## config.mk

```make
export PLATFORM = sky130hd
export DESIGN_NAME = conv_frame_sequencer
export DESIGN_NICKNAME = d
export VERILOG_FILES = /design/src/rtl/conv_frame_sequencer.sv
export SDC_FILE = /design/constraint.sdc
export NUM_CORES = 1
export LEC_CHECK = 0
export ABC_CLOCK_PERIOD_IN_PS = 19900
export CAP_MARGIN = 20
export CORE_MARGIN = 5
export CORE_UTILIZATION = 49
export DETAILED_ROUTE_END_ITERATION = 16
export PLACE_DENSITY = 0.75
export SLEW_MARGIN = 20
export SYNTH_ARGS = -nofsm -noshare
export SYNTH_HDL_FRONTEND = slang
export SYNTH_SLANG_ARGS = --single-unit
```

## constraint.sdc

```tcl
create_clock -name pclk -period 19.9 [get_ports pclk]
set_clock_uncertainty 0.1 [all_clocks]
set_input_delay 3.98 -clock pclk [delete_from_list [all_inputs] [get_ports pclk]]
set_output_delay 3.98 -clock pclk [all_outputs]
set_load 0.01 [all_outputs]
```

## src/rtl/conv_frame_sequencer.sv

```systemverilog
// Pixel-clock sequencer for the 3x3 convolution path: tracks de/vsync timing, drives the
// line-buffer write port, produces window/coordinate info and swaps kernels only at frame start.
module conv_frame_sequencer #(
    parameter int KSIZE    = 3,
    parameter int H_ACTIVE = 1280,
    parameter int V_ACTIVE = 720,
    parameter int XW       = 11,
    parameter int YW       = 10,
    parameter int CW       = 8
) (
    input  logic                      pclk,
    input  logic                      RSTBTN,
    input  logic                      de,
    input  logic                      vsync,
    input  logic                      cfg_wr,
    input  logic [3:0]                cfg_addr,
    input  logic [CW-1:0]             cfg_data,
    input  logic                      cfg_commit,
    output logic                      cfg_pending,
    output logic [KSIZE*KSIZE*CW-1:0] coef_flat,
    output logic                      lb_we,
    output logic [XW-1:0]             lb_addr,
    output logic [1:0]                lb_wsel,
    output logic                      win_valid,
    output logic [XW-1:0]             pix_x,
    output logic [YW-1:0]             pix_y,
    output logic                      frame_start,
    output logic                      err_geom
);
    localparam int NK     = KSIZE * KSIZE;
    localparam int NLB    = KSIZE - 1;
    localparam int CENTRE = NK / 2;
    localparam logic [XW-1:0] X_LAST    = XW'(H_ACTIVE - 1);
    localparam logic [XW-1:0] X_LEN     = XW'(H_ACTIVE);
    localparam logic [YW-1:0] Y_LAST    = YW'(V_ACTIVE - 1);
    localparam logic [YW:0]   Y_LEN     = (YW + 1)'(V_ACTIVE);
    localparam logic [1:0]    WSEL_LAST = 2'(NLB - 1);
    localparam logic [3:0]    ADDR_LIM  = 4'(NK);

    typedef enum logic [1:0] {WAIT_VS, SYNC, ACTIVE, HBLANK} state_t;

    state_t          state_q;
    logic            vs_prev_q;
    logic [XW-1:0]   pix_x_q;
    logic [XW-1:0]   lb_addr_q;
    logic [YW-1:0]   pix_y_q;
    logic [YW:0]     lines_q;
    logic [1:0]      wsel_q;
    logic            lb_we_q;
    logic            win_q;
    logic            fs_q;
    logic            err_q;
    logic            pend_q;
    logic [CW-1:0]   shadow_q [NK];
    logic [CW-1:0]   coef_q [NK];

    logic            vs_rise_d;
    logic            copy_d;
    logic [XW-1:0]   pix_x_inc_d;
    logic [YW-1:0]   pix_y_next_d;
    logic [YW:0]     lines_next_d;
    logic [1:0]      wsel_next_d;

    function automatic logic [CW-1:0] identity_coef(input int idx);
        return (idx == CENTRE) ? CW'(1) : {CW{1'b0}};
    endfunction

    function automatic logic win_at(input logic [XW-1:0] x, input logic [YW-1:0] y);
        return (x >= XW'(KSIZE - 1)) && (y >= YW'(KSIZE - 1));
    endfunction

    // Edge detect and saturating/wrapping next values for the counters
    always_comb begin
        vs_rise_d   = vsync & ~vs_prev_q;
        copy_d      = (state_q == SYNC) && de && pend_q;
        pix_x_inc_d = pix_x_q + XW'(1);
        if (pix_y_q == Y_LAST) begin
            pix_y_next_d = pix_y_q;
        end else begin
            pix_y_next_d = pix_y_q + YW'(1);
        end
        if (&lines_q) begin
            lines_next_d = lines_q;
        end else begin
            lines_next_d = lines_q + (YW + 1)'(1);
        end
        if (wsel_q == WSEL_LAST) begin
            wsel_next_d = 2'b00;
        end else begin
            wsel_next_d = wsel_q + 2'b01;
        end
    end

    // Timing FSM with registered line-buffer, window and geometry outputs
    always_ff @(posedge pclk or posedge RSTBTN) begin
        if (RSTBTN) begin
            state_q   <= WAIT_VS;
            vs_prev_q <= 1'b0;
            pix_x_q   <= {XW{1'b0}};
            lb_addr_q <= {XW{1'b0}};
            pix_y_q   <= {YW{1'b0}};
            lines_q   <= {(YW + 1){1'b0}};
            wsel_q    <= 2'b00;
            lb_we_q   <= 1'b0;
            win_q     <= 1'b0;
            fs_q      <= 1'b0;
            err_q     <= 1'b0;
        end else begin
            vs_prev_q <= vsync;
            fs_q      <= 1'b0;
            lb_we_q   <= 1'b0;
            win_q     <= 1'b0;
            case (state_q)
                WAIT_VS: begin
                    if (vs_rise_d) state_q <= SYNC;
                end
                SYNC: begin
                    if (de) begin
                        state_q   <= ACTIVE;
                        fs_q      <= 1'b1;
                        pix_x_q   <= {XW{1'b0}};
                        pix_y_q   <= {YW{1'b0}};
                        wsel_q    <= 2'b00;
                        lines_q   <= {(YW + 1){1'b0}};
                        lb_we_q   <= 1'b1;
                        lb_addr_q <= {XW{1'b0}};
                        win_q     <= win_at({XW{1'b0}}, {YW{1'b0}});
                    end
                end
                ACTIVE: begin
                    if (vs_rise_d) begin
                        err_q   <= 1'b1;
                        state_q <= SYNC;
                    end else if (de) begin
                        // Overlong line: pin the column and stop writing
                        if (pix_x_q == X_LAST) begin
                            err_q     <= 1'b1;
                            lb_addr_q <= pix_x_q;
                            win_q     <= win_at(pix_x_q, pix_y_q);
                        end else begin
                            pix_x_q   <= pix_x_inc_d;
                            lb_addr_q <= pix_x_inc_d;
                            lb_we_q   <= 1'b1;
                            win_q     <= win_at(pix_x_inc_d, pix_y_q);
                        end
                    end else begin
                        if (pix_x_inc_d != X_LEN) err_q <= 1'b1;
                        state_q <= HBLANK;
                        pix_x_q <= {XW{1'b0}};
                        pix_y_q <= pix_y_next_d;
                        wsel_q  <= wsel_next_d;
                        lines_q <= lines_next_d;
                    end
                end
                HBLANK: begin
                    if (vs_rise_d) begin
                        if (lines_q != Y_LEN) err_q <= 1'b1;
                        state_q <= SYNC;
                    end else if (de) begin
                        state_q   <= ACTIVE;
                        pix_x_q   <= {XW{1'b0}};
                        lb_we_q   <= 1'b1;
                        lb_addr_q <= {XW{1'b0}};
                        win_q     <= win_at({XW{1'b0}}, pix_y_q);
                    end
                end
                default: state_q <= WAIT_VS;
            endcase
        end
    end

    // Shadow coefficient bank; writes are always accepted
    always_ff @(posedge pclk or posedge RSTBTN) begin
        if (RSTBTN) begin
            for (int i = 0; i < NK; i++) shadow_q[i] <= identity_coef(i);
        end else if (cfg_wr && (cfg_addr < ADDR_LIM)) begin
            shadow_q[cfg_addr] <= cfg_data;
        end
    end

    // Active bank copy at frame start; the copy sees the shadow before any same-edge write
    always_ff @(posedge pclk or posedge RSTBTN) begin
        if (RSTBTN) begin
            for (int i = 0; i < NK; i++) coef_q[i] <= identity_coef(i);
            pend_q <= 1'b0;
        end else if (copy_d) begin
            for (int i = 0; i < NK; i++) coef_q[i] <= shadow_q[i];
            pend_q <= 1'b0;
        end else if (cfg_commit) begin
            pend_q <= 1'b1;
        end
    end

    // Flatten the active bank onto the output bus
    always_comb begin
        coef_flat = {(NK * CW){1'b0}};
        for (int i = 0; i < NK; i++) coef_flat[i*CW +: CW] = coef_q[i];
    end

    assign cfg_pending = pend_q;
    assign lb_we       = lb_we_q;
    assign lb_addr     = lb_addr_q;
    assign lb_wsel     = wsel_q;
    assign win_valid   = win_q;
    assign pix_x       = pix_x_q;
    assign pix_y       = pix_y_q;
    assign frame_start = fs_q;
    assign err_geom    = err_q;

endmodule

```

# --- After elaboration in Yosys (flattened, before gate mapping) ---
# Cells that the tools add are included.
totals:
  elab_cells: 138
  in_bits: 18
  out_inout_bits: 111
  register_bits: 197
op_classes:
  add_sub_neg: 4
  n_lt_le_gt_ge: 6
  reduce_logical: 19
  n_eq_ne: 21
  bitwise_logic: 3
  muxes: 55
op_table:
  columns: ["cell", "count"]
  rows:
  - ["$mux 11", 13]
  - ["$bwmux 72", 1]
  - ["$pmux 11 s3", 2]
  - ["$mux 10", 4]
  - ["$demux 8 s4", 1]
  - ["$add 11x1->11 const B", 2]
  - ["$ge 11x2->1 const B", 2]
  - ["$pmux 11 s2", 1]
  - ["$ne 2x2->1 const B", 10]
  - ["$pmux 10 s2", 1]
  - ["$mux 1", 18]
  - ["$mux 2", 9]
  - ["$reduce_and 5->1", 3]
  - ["$eq 11x11->1 const B", 1]
  - ["$ne 11x10->1 const B", 1]
  - ["$ne 11x11->1 const B", 1]
  - ["$reduce_and 11->1", 1]
  - ["$add 10x1->10 const B", 1]
  - ["$eq 10x10->1 const B", 1]
  - ["$ge 10x2->1 const B", 1]
  - ["$mux 8", 1]
  - ["$ne 4x4->1 const B", 2]
  - ["$pmux 2 s4", 1]
  - ["$reduce_and 4->1", 2]
  - ["other kinds (19)", 28]

# --- Longest topological paths before layout ---
logic_depth:
  depth_word: 7
  ltp_mapped: 10
  mapped_depth_nobuf: 7

# --- Least setup slack after synthesis ---
# OpenSTA, ideal clock, no wires.
synth_path:
  kind: "input-to-reg"
  from: "in de"
  to: "reg coef_q (netlist bit coef_flat[16])"
  required_ns: 19.675
  path_buffers: 4
  slack_ns: 14.435
  arrival_ns: 5.240
  stages: 9
  setup_ns: 0.125
  cell_sequence: "buf_6 > nand2_4 > or2_1 > buf_6 > clkinv_4 > buf_6 > nand2_4 > buf_6 > mux2_4"
synth_via:
  elab_chain_len: 2
synth_lines:
  columns: ["item", "line", "source"]
  rows:
  - ["start: declaration", "13", "input logic de,"]
  - ["$logic_and 1x1->1 (2 in a row)", "75", "copy_d = (state_q == SYNC) && de && pend_q;"]
  - ["end: declaration", "55", "logic [CW-1:0] coef_q [NK];"]
# No other way between the ends.
# A chain may end at the register's enable or synchronous reset.

# --- Final worst setup path ---
layout_path:
  from: "in de"
  to: "reg coef_q (netlist bit coef_flat[23])"
# The elaborated chain is that of the path after synthesis.

==> metrics.md <==
| Metric | Value |
|---|---|
| Count of antenna-violating nets left after detailed routing | 0 |
| Pleak | 0.00479 uW |
| Detailed-route DRC error count | 0 |
| Average wire length per cell after detail routing | 19.1 um |
| Leading post-synthesis cells by instance count | dfrtp_1 (195), mux2_2 (75), mux2_4 (69) |
| Number of clock sinks | 197 |
| Area growth, synth to finish | 23.2% |
| Via density | 5.67 |
| Placeable Area | 17300 um2 |
| Number of cell rows | between 40 and 50 |
| Vias in the first global route | 5913 |
| Global-route wire length before repair | 31.9 mm |
| Slew at the pin with the worst max-slew slack | 979 ps |
| Mean post-synth cell area | 13.6 um2 |
| Number of endpoints with negative hold slack in the final report | 0 |
| Fmax achieved | 148 MHz |
| Deepest clock path buffer count | 2 |
| Setup Total Neg Slack | 0 ps |
| Count of buffers inserted at the top-level ports | about 130 |
| Fin crit period | 6750 ps |
| Initial core utilization | 50.1% |
| Post CTS Setup Buffer Count | 0 |
| Slew HR | between 30% and 40% |
| Total of hold buffers inserted after clock tree synthesis | 0 |
| Detailed Route Iter0 Violations | 320 |
| Worst path most repeated cell | nand2_4 |
| IO Count | about 130 |
| Dominant cell by count in the synthesized netlist | dfrtp_1 |
| Weighted congestion reported at the end of routability-driven placement | 0.873 |
| Maximum vdd ir drop | around 0.079 mV |
| Category of the most critical setup path | input port to flip-flop |
| Count of warnings emitted by yosys | 0 |
| Worst min-delay path class | flip-flop to flip-flop |
| Number of flip-flops and latches in the synthesized netlist | 197 |
| Final core area utilization | 61.7% |
| Final HPWL DP | 12.8 mm |
| Antenna fix cells | 0 |
| Clock tree from TritonCTS | done |
| Die Wd | ~140 um |
| Largest stage delay on the critical path | 750 ps |
| Data required time at the worst endpoint | 20120 ps |
| Final Max Tran Viols | 0 |
| Wire length after detailed routing | 19.1 mm |
| Sequential cell area fraction in the yosys report | 56.9% |
| Proportion of netlist area held by the largest area contributor | a little under three fifths |
| Synth Flop Type | dfrtp_1 |
| Share of layout cells above drive strength 1 | approximately a quarter |
| Clock Root Buffer | clkbuf_16 |
| Post-synthesis net count | roughly 670 |
| Maximum capacitance violations | 0 |
| Total Nets Final | roughly 790 |
| Total GRT Usage | 19.5% |
| Via total after detailed routing | between 5000 and 6000 |
| Data arrival, critical path | ~7000 ps |
| Distinct cell type count of the synthesized netlist | 58 |
| Grt total ovfl | 0 |
| Count of final setup violators | 0 |
| Pin count of the biggest net entering global routing | approximately 140 |
| TritonRoute pass-1 iters | 4 |
| Number of antenna violations at the first check in global routing | 0 |
| Height of the die | 143 um |
| Later-pin clock latency in the skew report | 430 ps |
| Post-synth top area cell | dfrtp_1 |
| Post-synth EDFFs | 0 |
| Area enclosed by the die boundary | 20400 um2 |
| Max H-tree Level | 4 |
| Top cells by area in the synthesized netlist | dfrtp_1 (56%), mux2_4 (12%), mux2_2 (9.7%), o21ai_0 (1.7%), nand2_1 (1.5%) |
| Power Density | 133 nW/um2 |
| Total CTS buffers | 17 |
| Maximum fanout along the worst path | 46 |
| Run status | finished clean |
| Worst Setup Start Kind | input port |
| Post-Syn Instances | 639 |
| RSZ-0062 raised after global routing | no |
| Proportion of register bits with asynchronous set or reset after synthesis | 100% |
| Critical Path, Cell by Cell | clkdlybuf4s50_1 -> nand2_4 -> or2_1 -> clkinv_4 -> nand2_4 -> buf_4 -> mux2_2 |
| Cell area after technology mapping | 8660 um2 |
| Slowest cell on crit path | buf_4 |
| PostCTS Resize Cnt | 0 |
| Post-route fraction of the period consumed by the critical path | 33.9% |
| Clock-pin transition on the worst setup and hold timing paths | 80 ps |
| Sort of element at the end of the critical path | flip-flop |
[final cells by class]
| class | instances | area (um2) |
|---|---|---|
| clock buffer | 18 | 439 |
| clock inverter | 14 | 178 |
| fill | 1305 | 6630 |
| inverter | 14 | 65.1 |
| multi-input combinational | 400 | 3480 |
| sequential | 197 | 4930 |
| tap | 225 | 282 |
| timing repair buffer | 130 | 1300 |
[routing by layer]
layer | track usage [%] | up-vias | routed length, um
li1 | - | 2549 | -
met1 | 26.1 | 2917 | 8390
met2 | 31.9 | 170 | 9240
met3 | 5.22 | 22 | 1220
met4 | 5.05 | 0 | 243
met5 | 0 | - | 0
[logic make-up after synthesis]
kind of cell	count (synthesis)	synth area share (%)
AOI/OAI and AO/OA	90	6.50
buffers and inverters	42	2.92
muxes	145	21.8
and+or+nand+nor	143	9.27
DFF	197	56.9
xor gates and xnor gates	14	1.42
adders and majority gates	8	1.16
[stage by stage]
step	worst slack, ps	power (uW)	hold slack, ps	instance area (um2)	std cells
finish	13150	1410	388	10700	998
global route	12970	1490	412	10700	998
CTS	13160	1430	396	10700	998
detailed placement	12710	1070	373	10100	966
global placement	12810	1060	365	10100	966
floorplan	10450	857	375	8660	639
[sequential cells by signal (all words and copies together), names as in the netlist]
| register | flops |
|---|---|
| cfg_pending | 1 |
| coef_flat | 72 |
| err_geom | 1 |
| frame_start | 1 |
| lb_addr | 11 |
| lb_we | 1 |
| lb_wsel | 2 |
| lines_q | 11 |
| pix_x | 11 |
| pix_y | 10 |
| shadow_q | 72 |
| state_q | 2 |
| vs_prev_q | 1 |
| win_valid | 1 |
[critical path, delay by kind of cell]
family,cells,cell delay [ps]
buf+inv,3,1620
simple gates,3,910
mux,1,410
[worst paths after layout]
kind | startpoint | to | slack (ps) | cells past startpoint
max in group asynchronous | RSTBTN | coef_flat[43] | 14290 | 3
max reg2reg | state_q[1] | coef_flat[23] | 16830 | 5
min reg2reg | lb_addr[3] | lb_addr[3] | 390 | 1
min in group asynchronous | RSTBTN | lb_addr[1] | 4040 | 2
min | lb_addr[3] | lb_addr[3] | 390 | 1
max | de | coef_flat[23] | 13150 | 7
[cells in the final DEF (no fill, tap or decap), types with 3 or more instances in the layout]
cell / instances
dfrtp_1: 195
o21ai_0: 29
inv_8: 6
nand4_1: 12
a22o_1: 5
a211oi_1: 3
nand3b_1: 4
nand2b_1: 3
ha_1: 8
nand3_1: 17
xnor2_1: 12
nor3b_1: 3
clkbuf_16: 17
nand2_1: 35
mux2_2: 75
or3_1: 6
nor3_1: 5
o31ai_1: 6
clkinv_8: 3
a21oi_1: 24
a21o_1: 4
a31oi_1: 3
or2_2: 3
inv_1: 12
mux2_4: 69
nor2_1: 21
inv_6: 4
or4_1: 5
clkdlybuf4s50_1: 128
and3_1: 11
nor4_1: 3
[power breakdown]
group	switching [uW]	total [uW]	leakage, uW	internal, uW
Combinational	172	459	0.00200	287
Clock	167	352	0.000300	185
Sequential	87.9	604	0.00249	516
Note: power is estimated with default switching activity, not from simulation.
